`src/rtl/lcd_mmio_driver_pkg.sv`:
```
// rtl/lcd_mmio_driver_pkg.sv - shared types, register offsets and opcodes for the LCD MMIO driver
package lcd_mmio_driver_pkg;

  typedef enum logic [2:0] {
    ST_IDLE,
    ST_SETUP,
    ST_PULSE,
    ST_HOLD,
    ST_WAIT
  } lcd_state_e;

  localparam logic [1:0] OFF_DATA   = 2'd0;
  localparam logic [1:0] OFF_CMD    = 2'd1;
  localparam logic [1:0] OFF_STATUS = 2'd2;
  localparam logic [1:0] OFF_FLUSH  = 2'd3;

  localparam int STAT_BUSY_BIT  = 0;
  localparam int STAT_FULL_BIT  = 1;
  localparam int STAT_OVF_BIT   = 2;
  localparam int STAT_COUNT_LSB = 8;

  localparam logic [7:0] CMD_CLEAR    = 8'h01;
  localparam logic [7:0] CMD_HOME     = 8'h02;
  localparam logic [7:0] CMD_HOME_ALT = 8'h03;

  // Clear and home need the long execution wait; only when sent as commands.
  function automatic logic is_long_cmd(input logic rs, input logic [7:0] b);
    return !rs && (b == CMD_CLEAR || b == CMD_HOME || b == CMD_HOME_ALT);
  endfunction

  function automatic int max_int(input int a, input int b);
    return (a > b) ? a : b;
  endfunction

endpackage

```
`src/rtl/lcd_mmio_driver_fifo.sv`:
```
// rtl/lcd_mmio_driver_fifo.sv - pointer+count synchronous FIFO holding {rs, byte} entries
module lcd_mmio_driver_fifo #(
  parameter int WIDTH = 9,
  parameter int DEPTH = 8,
  parameter int CNTW  = $clog2(DEPTH + 1)
) (
  input  logic             clk,
  input  logic             rst_n,
  input  logic             push,
  input  logic [WIDTH-1:0] push_data,
  input  logic             pop,
  input  logic             flush,
  output logic [WIDTH-1:0] pop_data,
  output logic             full,
  output logic             empty,
  output logic [CNTW-1:0]  count
);

  localparam int AW = $clog2(DEPTH);

  logic [WIDTH-1:0] mem [DEPTH];
  logic [AW-1:0]    wr_ptr;
  logic [AW-1:0]    rd_ptr;
  logic             push_ok;
  logic             pop_ok;

  assign full     = (count == CNTW'(DEPTH));
  assign empty    = (count == '0);
  // Fullness is judged before any same-cycle pop, so a push into a full FIFO drops.
  assign push_ok  = push && !full;
  assign pop_ok   = pop && !empty;
  assign pop_data = mem[rd_ptr];

  always_ff @(posedge clk or negedge rst_n) begin
    if (!rst_n) begin
      wr_ptr <= '0;
      rd_ptr <= '0;
      count  <= '0;
    end else if (flush) begin
      wr_ptr <= '0;
      rd_ptr <= '0;
      count  <= '0;
    end else begin
      if (push_ok) wr_ptr <= wr_ptr + AW'(1);
      if (pop_ok)  rd_ptr <= rd_ptr + AW'(1);
      count <= count + CNTW'(push_ok) - CNTW'(pop_ok);
    end
  end

  always_ff @(posedge clk) begin
    if (push_ok && !flush) mem[wr_ptr] <= push_data;
  end

endmodule

```
`src/rtl/lcd_mmio_driver.sv`:
```
// rtl/lcd_mmio_driver.sv - MMIO LCD controller replaying queued bytes with HD44780 timing; LCD_SIM_PRINT_EN adds a sim-only char log
module lcd_mmio_driver
  import lcd_mmio_driver_pkg::*;
#(
  parameter int FIFO_DEPTH  = 8,
  parameter int T_SETUP     = 2,
  parameter int T_PULSE     = 12,
  parameter int T_HOLD      = 2,
  parameter int T_EXEC      = 2000,
  parameter int T_EXEC_LONG = 80000
) (
  input  logic        clk,
  input  logic        rst_n,
  input  logic        wr_en,
  input  logic [1:0]  wr_addr,
  input  logic [7:0]  wr_data,
  input  logic [1:0]  rd_addr,
  output logic [31:0] rd_data,
  output logic [7:0]  lcd_data,
  output logic        lcd_rs,
  output logic        lcd_rw,
  output logic        lcd_e,
  output logic        busy
);

  localparam int T_MAX = max_int(max_int(max_int(T_SETUP, T_PULSE), max_int(T_HOLD, T_EXEC)),
                                 T_EXEC_LONG);
  localparam int CW    = $clog2(T_MAX + 1);
  localparam int CNTW  = $clog2(FIFO_DEPTH + 1);

  lcd_state_e      state, state_nxt;
  logic [CW-1:0]   cnt, cnt_nxt;
  logic            pop;
  logic            load;
  logic            push_req;
  logic            flush_req;
  logic            overflow;
  logic [8:0]      fifo_head;
  logic            fifo_full;
  logic            fifo_empty;
  logic [CNTW-1:0] fifo_count;
  logic [31:0]     status;

  assign push_req  = wr_en && (wr_addr == OFF_DATA || wr_addr == OFF_CMD);
  assign flush_req = wr_en && (wr_addr == OFF_FLUSH);

  lcd_mmio_driver_fifo #(
    .WIDTH (9),
    .DEPTH (FIFO_DEPTH),
    .CNTW  (CNTW)
  ) u_fifo (
    .clk       (clk),
    .rst_n     (rst_n),
    .push      (push_req),
    .push_data ({(wr_addr == OFF_DATA), wr_data}),
    .pop       (pop),
    .flush     (flush_req),
    .pop_data  (fifo_head),
    .full      (fifo_full),
    .empty     (fifo_empty),
    .count     (fifo_count)
  );

  always_ff @(posedge clk or negedge rst_n) begin
    if (!rst_n) begin
      state <= ST_IDLE;
      cnt   <= '0;
    end else begin
      state <= state_nxt;
      cnt   <= cnt_nxt;
    end
  end

  // Each timed state loads N-1 on entry and leaves when the counter reads 0.
  always_comb begin
    state_nxt = state;
    cnt_nxt   = cnt;
    pop       = 1'b0;
    load      = 1'b0;
    case (state)
      ST_IDLE: begin
        if (!fifo_empty) begin
          pop       = 1'b1;
          load      = 1'b1;
          state_nxt = ST_SETUP;
          cnt_nxt   = CW'(T_SETUP - 1);
        end
      end
      ST_SETUP: begin
        if (cnt == '0) begin
          state_nxt = ST_PULSE;
          cnt_nxt   = CW'(T_PULSE - 1);
        end else begin
          cnt_nxt = cnt - CW'(1);
        end
      end
      ST_PULSE: begin
        if (cnt == '0) begin
          state_nxt = ST_HOLD;
          cnt_nxt   = CW'(T_HOLD - 1);
        end else begin
          cnt_nxt = cnt - CW'(1);
        end
      end
      ST_HOLD: begin
        if (cnt == '0) begin
          state_nxt = ST_WAIT;
          cnt_nxt   = is_long_cmd(lcd_rs, lcd_data) ? CW'(T_EXEC_LONG - 1) : CW'(T_EXEC - 1);
        end else begin
          cnt_nxt = cnt - CW'(1);
        end
      end
      ST_WAIT: begin
        if (cnt == '0) begin
          state_nxt = ST_IDLE;
          cnt_nxt   = '0;
        end else begin
          cnt_nxt = cnt - CW'(1);
        end
      end
      default: begin
        state_nxt = ST_IDLE;
        cnt_nxt   = '0;
      end
    endcase
  end

  always_ff @(posedge clk or negedge rst_n) begin
    if (!rst_n) begin
      lcd_data <= '0;
      lcd_rs   <= 1'b0;
    end else if (load) begin
      lcd_rs   <= fifo_head[8];
      lcd_data <= fifo_head[7:0];
    end
  end

  always_ff @(posedge clk or negedge rst_n) begin
    if (!rst_n) begin
      overflow <= 1'b0;
    end else if (flush_req) begin
      overflow <= 1'b0;
    end else if (push_req && fifo_full) begin
      overflow <= 1'b1;
    end
  end

  // E is decoded straight from the state register so an async reset drops it at once.
  assign lcd_e  = (state == ST_PULSE);
  assign lcd_rw = 1'b0;
  assign busy   = (state != ST_IDLE) || !fifo_empty;

  always_comb begin
    status                            = '0;
    status[STAT_BUSY_BIT]             = busy;
    status[STAT_FULL_BIT]             = fifo_full;
    status[STAT_OVF_BIT]              = overflow;
    status[STAT_COUNT_LSB +: 8]       = 8'(fifo_count);
  end

  assign rd_data = (rd_addr == OFF_STATUS) ? status : 32'h0;

`ifdef LCD_SIM_PRINT_EN
  always @(negedge lcd_e) begin
    if (rst_n && lcd_rs) $write("%c", lcd_data);
  end
`else
`endif

endmodule

```
`config.mk`:
```
export PLATFORM = sky130hd
export DESIGN_NAME = lcd_mmio_driver
export DESIGN_NICKNAME = d
export VERILOG_FILES = /design/src/rtl/lcd_mmio_driver_pkg.sv /design/src/rtl/lcd_mmio_driver_fifo.sv /design/src/rtl/lcd_mmio_driver.sv
export SDC_FILE = /design/constraint.sdc
export NUM_CORES = 1
export LEC_CHECK = 0
export ABC_AREA = 1
export ABC_CLOCK_PERIOD_IN_PS = 4350
export BUFFER_PORTS_ARGS = -buffer_cell sky130_fd_sc_hd__buf_2
export CORE_UTILIZATION = 60
export DETAILED_ROUTE_END_ITERATION = 7
export GPL_TIMING_DRIVEN = 0
export PLACE_DENSITY = 0.81
export RECOVER_POWER = 50
export SKIP_CTS_REPAIR_TIMING = 1
export SLEW_MARGIN = 20
export SYNTH_ARGS = -nofsm -noshare
export SYNTH_HDL_FRONTEND = slang
export SYNTH_SLANG_ARGS = --single-unit
export TNS_END_PERCENT = 1
```
`constraint.sdc`:
```
create_clock -name clk -period 4.35 [get_ports clk]
set_input_delay 0.435 -clock clk [delete_from_list [all_inputs] [get_ports clk]]
set_output_delay 0.435 -clock clk [all_outputs]
set_load 0.1 [all_outputs]
```
---- Word level (Yosys, flattened, before mapping) ----
Memory sizes are Yosys's and may differ from the RTL's. A register that Yosys moved wholly into a read port is not among the register bits.
Cells that the tools add are included.
operators by class
  reductions and logical operators ........ 25
  eq/ne operators ......................... 16
  mux-type cells .......................... 25
  add/subtract/negate cells ............... 5
operator list
  cell                                                                  count
  17-bit 2-to-1 mux                                                     6
  17-bit one-hot mux with 5 select lines                                1
  3-bit 2-to-1 mux                                                      9
  17-bit logical NOT                                                    1
  17-bit by 1-bit subtractor with 17-bit output, second input constant  1
  8-bit by 2-bit == test with 1-bit output, second input constant       2
  3-bit one-hot mux with 5 select lines                                 1
  12-bit 2-to-1 mux                                                     1
  8-bit by 1-bit == test with 1-bit output, second input constant       1
  2-bit != test, second input constant                                  4
  1-bit logical AND                                                     7
  3-bit by 1-bit adder with 3-bit output, second input constant         2
  3-bit by 2-bit == test with 1-bit output, second input constant       2
  1-bit 2-to-1 mux                                                      6
  2-bit nonzero test                                                    3
  1-bit logical NOT                                                     5
  5-bit AND reduction                                                   1
  4-bit by 1-bit adder with 4-bit output                                1
  2-bit == test, second input constant                                  2
  4-bit == test, second input constant                                  1
  4-bit logical NOT                                                     1
  1-bit logical OR                                                      4
  4-bit 2-to-1 mux                                                      1
  4-bit by 1-bit subtractor with 4-bit output                           1
  7 further kinds                                                       7
storage, ports and cells
  bits in registers ....................... 31
  output and inout bits ................... 44
  RAM bits ................................ 72
  memories kept ........................... 1
  bits of input ports ..................... 15
  word-level logic and storage cells ...... 78
memories
  memory      depth  width  read ports  clocked after Yosys merged registers in  write ports  line                        source
  u_fifo.mem  8      9      1           1                                        1            lcd_mmio_driver_fifo.sv:21  logic [WIDTH-1:0] mem [DEPTH];

---- Longest topological paths before layout ----
Gate-level depths: netlist of run 1.
  depth after elaboration ................. 7
  gate-level depth with buffers ........... 13
  mapped depth without buffers ............ 12

---- Cells and area by module ----
A second synthesis of run 1 with hierarchy kept.
unflattened totals
  cell total of the unflattened synthesis .. 712
  area, all modules ....................... 6,003.3 sq um
by module, submodules not included
  module                sequential area each (sq um)  times used  area each (sq um)  cells each
  lcd_mmio_driver_fifo  2,412.3                       1           3,831.2            402
  lcd_mmio_driver       750.7                         1           2,172.1            310

---- Worst setup path before layout of run 1 ----
Ideal clock, no wire load.
  path type ............................... register to output
  from .................................... register u_fifo.count[2]
  to ...................................... output port rd_data[0]
  required time ........................... 3.915 ns
  cell stages (with the launch flop) ...... 7
  path slack .............................. 1.745 ns
  data arrival time ....................... 2.170 ns
  buffers on the path ..................... 1
  path through ............................ dfrtp_1 -> inv_1 -> ha_1 -> nand2_1 -> nor2_4 -> buf_2 -> nor2_1
between the ends
  cells in the longest elaborated chain, start to end .. 4
RTL lines
  element                 line                        source
  from (decl)             lcd_mmio_driver_fifo.sv:16  output logic [CNTW-1:0] count
  from (signal assigned)  lcd_mmio_driver_fifo.sv:46  count <= count + CNTW'(push_ok) - CNTW'(pop_ok);
  4-bit logical NOT       lcd_mmio_driver_fifo.sv:28  assign empty = (count == '0);
  1-bit logical NOT       lcd_mmio_driver.sv:151      assign busy = (state != ST_IDLE) || !fifo_empty;
  1-bit logical OR        lcd_mmio_driver.sv:151
  12-bit 2-to-1 mux       lcd_mmio_driver.sv:161      assign rd_data = (rd_addr == OFF_STATUS) ? status : 32'h0;
  to (decl)               lcd_mmio_driver.sv:18       output logic [31:0] rd_data,
Every way passes these cells.

---- Final worst setup path of run 1 ----
  from .................................... register state[1]
  to ...................................... register u_fifo.count[2]
between the ends
  cells in the longest elaborated chain, start to end .. 5
RTL lines
  element                                      line                        source
  from (decl)                                  lcd_mmio_driver.sv:31       lcd_state_e state, state_nxt;
  from (signal assigned)                       lcd_mmio_driver.sv:69       state <= state_nxt;
  3-bit logical NOT                            -
  1-bit 2-to-1 mux                             -
  named net load                               lcd_mmio_driver.sv:34       logic load;
  1-bit logical AND                            lcd_mmio_driver_fifo.sv:31  assign pop_ok = pop && !empty;
  4-bit by 1-bit subtractor with 4-bit output  lcd_mmio_driver_fifo.sv:46
  4-bit 2-to-1 mux                             lcd_mmio_driver_fifo.sv:39  end else if (flush) begin
The timed path passes the listed nets, and every way through them passes these cells.
A chain may end at the register's enable or synchronous reset.

==> results of run 1 <==
## area by class of cell
type                       count  area, um2  share of cell area
sequential                   112       3160               0.531
multi-input combinational    362       1880               0.316
buffer                        42        272              0.0456
inverter                      39        149              0.0250
timing repair buffer          32        148              0.0248
tap                          108        135              0.0227
clock buffer                   9        124              0.0208
clock inverter                 7       82.6              0.0139
## synth_stat cells (all sizes together) (3+ instances only)
master / count / area, um2
xnor2: 3 / 26.3
nor2: 100 / 427
edfxtp: 72 / 2160
nand4: 4 / 25.0
o211ai: 6 / 45.0
buf: 38 / 260
inv: 39 / 149
a21oi: 6 / 33.8
dfrtp: 40 / 1000
xor2: 7 / 61.3
nand2: 80 / 335
nor3: 5 / 36.3
clkbuf: 4 / 16.3
o21ai: 76 / 384
ha: 9 / 113
mux2i: 5 / 50.1
nand3: 24 / 163
o22ai: 6 / 37.5
## worst max-delay path, stage by stage, from the launching register on
cell and delay (ns):
dfrtp_1 0.44, nor2_2 0.20, nand2_4 0.09, inv_2 0.08, nand2_1 0.11, inv_2 0.09, clkbuf_1 0.32, ha_1 0.21
inv_1 0.05, ha_1 0.22, fa_1 0.40, xnor2_1 0.19, nor2_1 0.05
## report_power, final
part	internal [mW]	leakage, nW	switching [mW]
Sequential	1.34	1.16	0.147
Clock	0.279	0.106	0.376
Combinational	0.466	1.28	1.26
## path summary, 6_finish.rpt
path,from,to,slack (ns),depth (start not counted)
max,state[1],u_fifo.count[2],1.81,12
max reg2reg,state[1],u_fifo.count[2],1.81,12
min reg2reg,lcd_data[3],lcd_data[3],0.52,2
min,wr_en,overflow,0.34,3
max in group asynchronous,rst_n,cnt[13],2.44,1
min in group asynchronous,rst_n,state[1],0.68,1
## flip-flops by register name, summed over array words and instances (netlist names)
| name | cells |
|---|---|
| u_fifo.wr_ptr | 3 |
| cnt | 17 |
| state | 3 |
| u_fifo.mem | 72 |
| u_fifo.count | 4 |
| lcd_rs | 1 |
| lcd_data | 8 |
| overflow | 1 |
| u_fifo.rd_ptr | 3 |
## routing by layer
layer | global-route usage | vias to the layer above | share of wire
li1 | - | 1872 | -
met1 | 0.292 | 1762 | 0.41
met2 | 0.402 | 117 | 0.51
met3 | 0.0600 | 19 | 0.059
met4 | 0.101 | 0 | 0.022
met5 | 0 | - | 0
## cells by family (layout without fill, tap and decap cells)
kind of cell,count (synthesis),in the layout,synth area share
AO/OA/AOI/OAI,95,95,0.0945
XOR/XNOR,10,10,0.0163
adder cells (fa/ha/maj),10,10,0.0247
buffers and inverters,81,129,0.0791
flip-flops,112,112,0.588
multiplexers,5,5,0.00931
other,1,26,0.000697
AND/OR/NAND/NOR,216,216,0.187
## through the flow
stage,utilization,instances
finish,0.686,711
global route,0.686,711
CTS,0.688,711
detailed placement,0.664,695
global placement,0.664,695
floorplan,-,555
==> flow_summary.yaml, run 1 <==
status:
  status: "finished, violations left"
  violations: "capacitance limit, slew limit"
sta:
  worst_slack_ns: 1.81
  finalSetupViolCount: 0
  slew-limit-headroom: -0.442
  worst_pin_slew_ns: 2.16
  clock_skew_ns: 0.00905
  finalCriticalPeriod_ns: 2.54
  max_clock_freq_mhz: 394
  slew_viol_final: 41
  rsz0062_at_grt: "false"
  finalHoldViolCount: 0
  finalCritPeriodShare: 0.584
  hold_ws_ns: 0.336
  setup_tns_ns: 0
power_and_ir_drop:
  power_mw: 3.87
  ir_drop_v: 0.000346
  p_leak_nw: 2.55
  power_per_cell_area_mw_per_mm2: 650
yosys:
  syn_area_mm2: 0.00538
  syn_inst: 530
  ys_seq_area_frac: 0.588
  ys_ff_latch: 112
  postSynth.asyncResetShare: 0.357
  yosysWarnings: 0
  synth_cell_type_count: 39
  synthFlopType: "edfxtp_1"
  syn-mean-instance-area_um2: 10.1
  synth-edff-count: 72
cells_and_area:
  fin_area_mm2: 0.00595
  nNetsFinal: 623
  layout_commonest_cell: "nor2_1"
  fillerInstances: 648
  antenna_cells: 0
  drive_above_1_share: 0.179
  area_growth_pct: 10.7
  layout_common_cells: "89 x nor2_1, 73 x nand2_1, 72 x edfxtp_1"
worst_setup_path:
  endpoint_kind: "flip-flop"
  path_max_fanout: 10
  startpoint_type: "flip-flop"
  path_class: "flip-flop to flip-flop"
  cp.arrival_ns: 2.81
  worstPathRequired_ns: 4.62
global_routing:
  track_usage: 0.238
  grt_pass1_wl_mm: 17.3
  grt_overflow_total: 0
  grt_max_degree: 41
  grt_pass1_vias: 3705
  grt_antenna_before_repair: 0
clock_network:
  clockBufferDepth: 2
  htreeDepth: 3
  cts.clk_slew.worst_paths_ns: 0.11
  cts.sink_count: 112
  clk_latency_ns: 0.38
  numCtsBuffers: 9
  cts_tree: "built"
  cts_root_buf: "clkbuf_8"
route:
  first_pass_iters: 5
  antenna_left: 0
  via_per_inst: 5.30
  drt-wirelength-per-cell_um: 15.1
  finalWirelength_mm: 10.8
  first_iter_violations: 215
  drc_errors: 0
  num_vias: 3770
placement:
  dp_hpwl_mm: 7.54
  post-place-ws_ns: 1.97
  gp_congestion: 0.836
  dpl_cell_area_mm2: 0.00577
  portBuffers: 32
run:
  drv_cap: 1
floorplanning:
  fp-row-count: 34
  die_w_um: 96.7
  ios: 59
  start_util: 0.620
  dieArea_mm2: 0.00934
  core_mm2: 0.00868
  die_y_um: 96.7
worst_hold_path:
  hold_path_class: "input pin to flip-flop"
(Power assumes the default switching activity.)
==> inputs of run 2 (changes only) <==
--- a/config.mk
+++ b/config.mk
@@ -6,12 +6,12 @@
 export NUM_CORES = 1
 export LEC_CHECK = 0
 export ABC_AREA = 1
-export ABC_CLOCK_PERIOD_IN_PS = 4350
+export ABC_CLOCK_PERIOD_IN_PS = 2250
 export BUFFER_PORTS_ARGS = -buffer_cell sky130_fd_sc_hd__buf_2
-export CORE_UTILIZATION = 60
+export CORE_UTILIZATION = 53
 export DETAILED_ROUTE_END_ITERATION = 7
 export GPL_TIMING_DRIVEN = 0
-export PLACE_DENSITY = 0.81
+export PLACE_DENSITY = 0.76
 export RECOVER_POWER = 50
 export SKIP_CTS_REPAIR_TIMING = 1
 export SLEW_MARGIN = 20
==> constraint.sdc (replaced) <==
create_clock -name clk -period 2.25 [get_ports clk]
set_input_delay 0.225 -clock clk [delete_from_list [all_inputs] [get_ports clk]]
set_output_delay 0.225 -clock clk [all_outputs]
set_load 0.1 [all_outputs]
==> flow_summary.yaml, run 2 (synthesis gave the netlist of run 1 again) <==
status:
  status: "finished, violations left"
  violations: "setup timing"
sta:
  worst_pin_slew_ns: 1.23
  finalSetupViolCount: 2
  finalCritPeriodShare: 1.00
  worst_slack_ns: -0.00316
  finalHoldViolCount: 0
  rsz0062_at_grt: "true"
  clock_skew_ns: 0.00735
  finalCriticalPeriod_ns: 2.25
  slew_viol_final: 0
  max_clock_freq_mhz: 444
  hold_ws_ns: 0.0115
  slew-limit-headroom: 0.186
worst_setup_path:
  endpoint_kind: "flip-flop"
  worst-r2r-setup-slack_ns: -0.003
  path_class: "flip-flop to flip-flop"
  path_max_fanout: 10
  startpoint: "u_fifo.count[3]"
  worstRegToRegCells: 12
  crit_end: "u_fifo.count[2]"
  worstPathRequired_ns: 2.51
  startpoint_type: "flip-flop"
  cp.arrival_ns: 2.52
  r2r_start: "u_fifo.count[3]"
  regToRegEndpoint: "u_fifo.count[2]"
cells_and_area:
  area_growth_pct: 11.5
  drive_above_1_share: 0.199
  multi_input_area_mm2: 0.00191
  layout_commonest_cell: "nor2_1"
  nNetsFinal: 623
  regMostFlops: "u_fifo.mem"
  fillerInstances: 836
  antenna_cells: 0
  layout_common_cells: "80 x nor2_1, 72 x edfxtp_1, 71 x nand2_1"
  top_regs: "u_fifo.mem (72), cnt (17), lcd_data (8)"
  largest_reg_flops: 72
  final-seq-area_mm2: 0.00316
  instances_no_fill: 736
clock_network:
  htreeDepth: 3
  clockBufferDepth: 2
  numCtsBuffers: 9
  cts_tree: "built"
  cts.sink_count: 112
  cts_root_buf: "clkbuf_8"
  cts.clk_slew.worst_paths_ns: 0.11
  clk_latency_ns: 0.36
route:
  drc_errors: 0
  finalWirelength_mm: 10.6
  num_vias: 3737
  drt-wirelength-per-cell_um: 14.4
  first_pass_iters: 5
  first_iter_violations: 136
  via_per_inst: 5.08
  antenna_left: 0
global_routing:
  grt_antenna_before_repair: 0
  grt_max_degree: 41
  grt_overflow_total: 0
  grt_pass1_vias: 3479
  grt_pass1_wl_mm: 16.8
  track_usage: 0.215
floorplanning:
  die_y_um: 103
  dieArea_mm2: 0.0106
  ios: 59
  core_mm2: 0.00982
  die_w_um: 103
  start_util: 0.548
  fp-row-count: 36
power_and_ir_drop:
  ir_drop_v: 0.000706
  power_per_cell_area_mw_per_mm2: 1230
  p_leak_nw: 2.53
run:
  drv_cap: 0
placement:
  portBuffers: 32
  dp_cells: 720
  gp_congestion: 0.819
  dp_hpwl_mm: 7.56
worst_hold_path:
  hold_path_class: "input pin to asynchronous set/reset pin"
run 2: metal layers:
| metal | track usage | vias up | wire length (um) |
|---|---|---|---|
| met4 | 0.0571 | 0 | 78 |
| li1 | - | 1868 | - |
| met5 | 0 | - | 0 |
| met3 | 0.0475 | 8 | 520 |
| met2 | 0.376 | 97 | 5420 |
| met1 | 0.270 | 1764 | 4590 |
run 2: report_power, final:
| part | internal, mW | leakage, nW | total [mW] | switching [mW] |
|---|---|---|---|---|
| registers | 2.59 | 1.16 | 2.87 | 0.285 |
| logic | 0.913 | 1.28 | 3.38 | 2.47 |
| clock network | 0.415 | 0.0883 | 1.10 | 0.683 |
run 2: critical path, cell delays in order, from the launching register on:
cell,delay [ns]
dfrtp_1,0.40
inv_1,0.08
ha_1,0.16
nand2_2,0.10
nand2_4,0.09
inv_2,0.04
buf_4,0.16
ha_1,0.27
inv_1,0.04
ha_1,0.21
fa_1,0.40
xnor2_1,0.15
nor2_1,0.05
run 2: layout make-up:
class	instances	share of cell area
sequential	112	0.527
multi-input combinational	362	0.319
buffer	42	0.0463
tap	133	0.0277
timing repair buffer	32	0.0250
inverter	39	0.0248
clock buffer	9	0.0207
clock inverter	7	0.00918
run 2: worst min-delay path by stage:
stage / endpoint / slack, ns / cells after the start
2_1_floorplan: cnt[0] / -0.07 / 0
3_3_place_gp: state[0] / 0.41 / 1
3_5_place_dp: state[0] / 0.41 / 1
4_1_cts: state[0] / 0.001 / 1
5_1_grt: cnt[3] / 0.1 / 1
6_report: state[1] / 0.01 / 1
run 2: metrics by stage:
step           TNS [ns]  instance area [um2]  utilization  setup slack (ns)  total power, mW
6_report       -0.00393                 6000        0.611          -0.00316             7.35
5_1_grt          -0.275                 6000        0.611            -0.145             7.81
4_1_cts           -1.42                 5980        0.609            -0.121             7.35
3_5_place_dp     -0.636                 5800        0.591           -0.0858             6.26
3_3_place_gp    -0.0514                 5800        0.591           -0.0514             6.15
2_1_floorplan    -0.145                 5470            -            -0.145             5.56
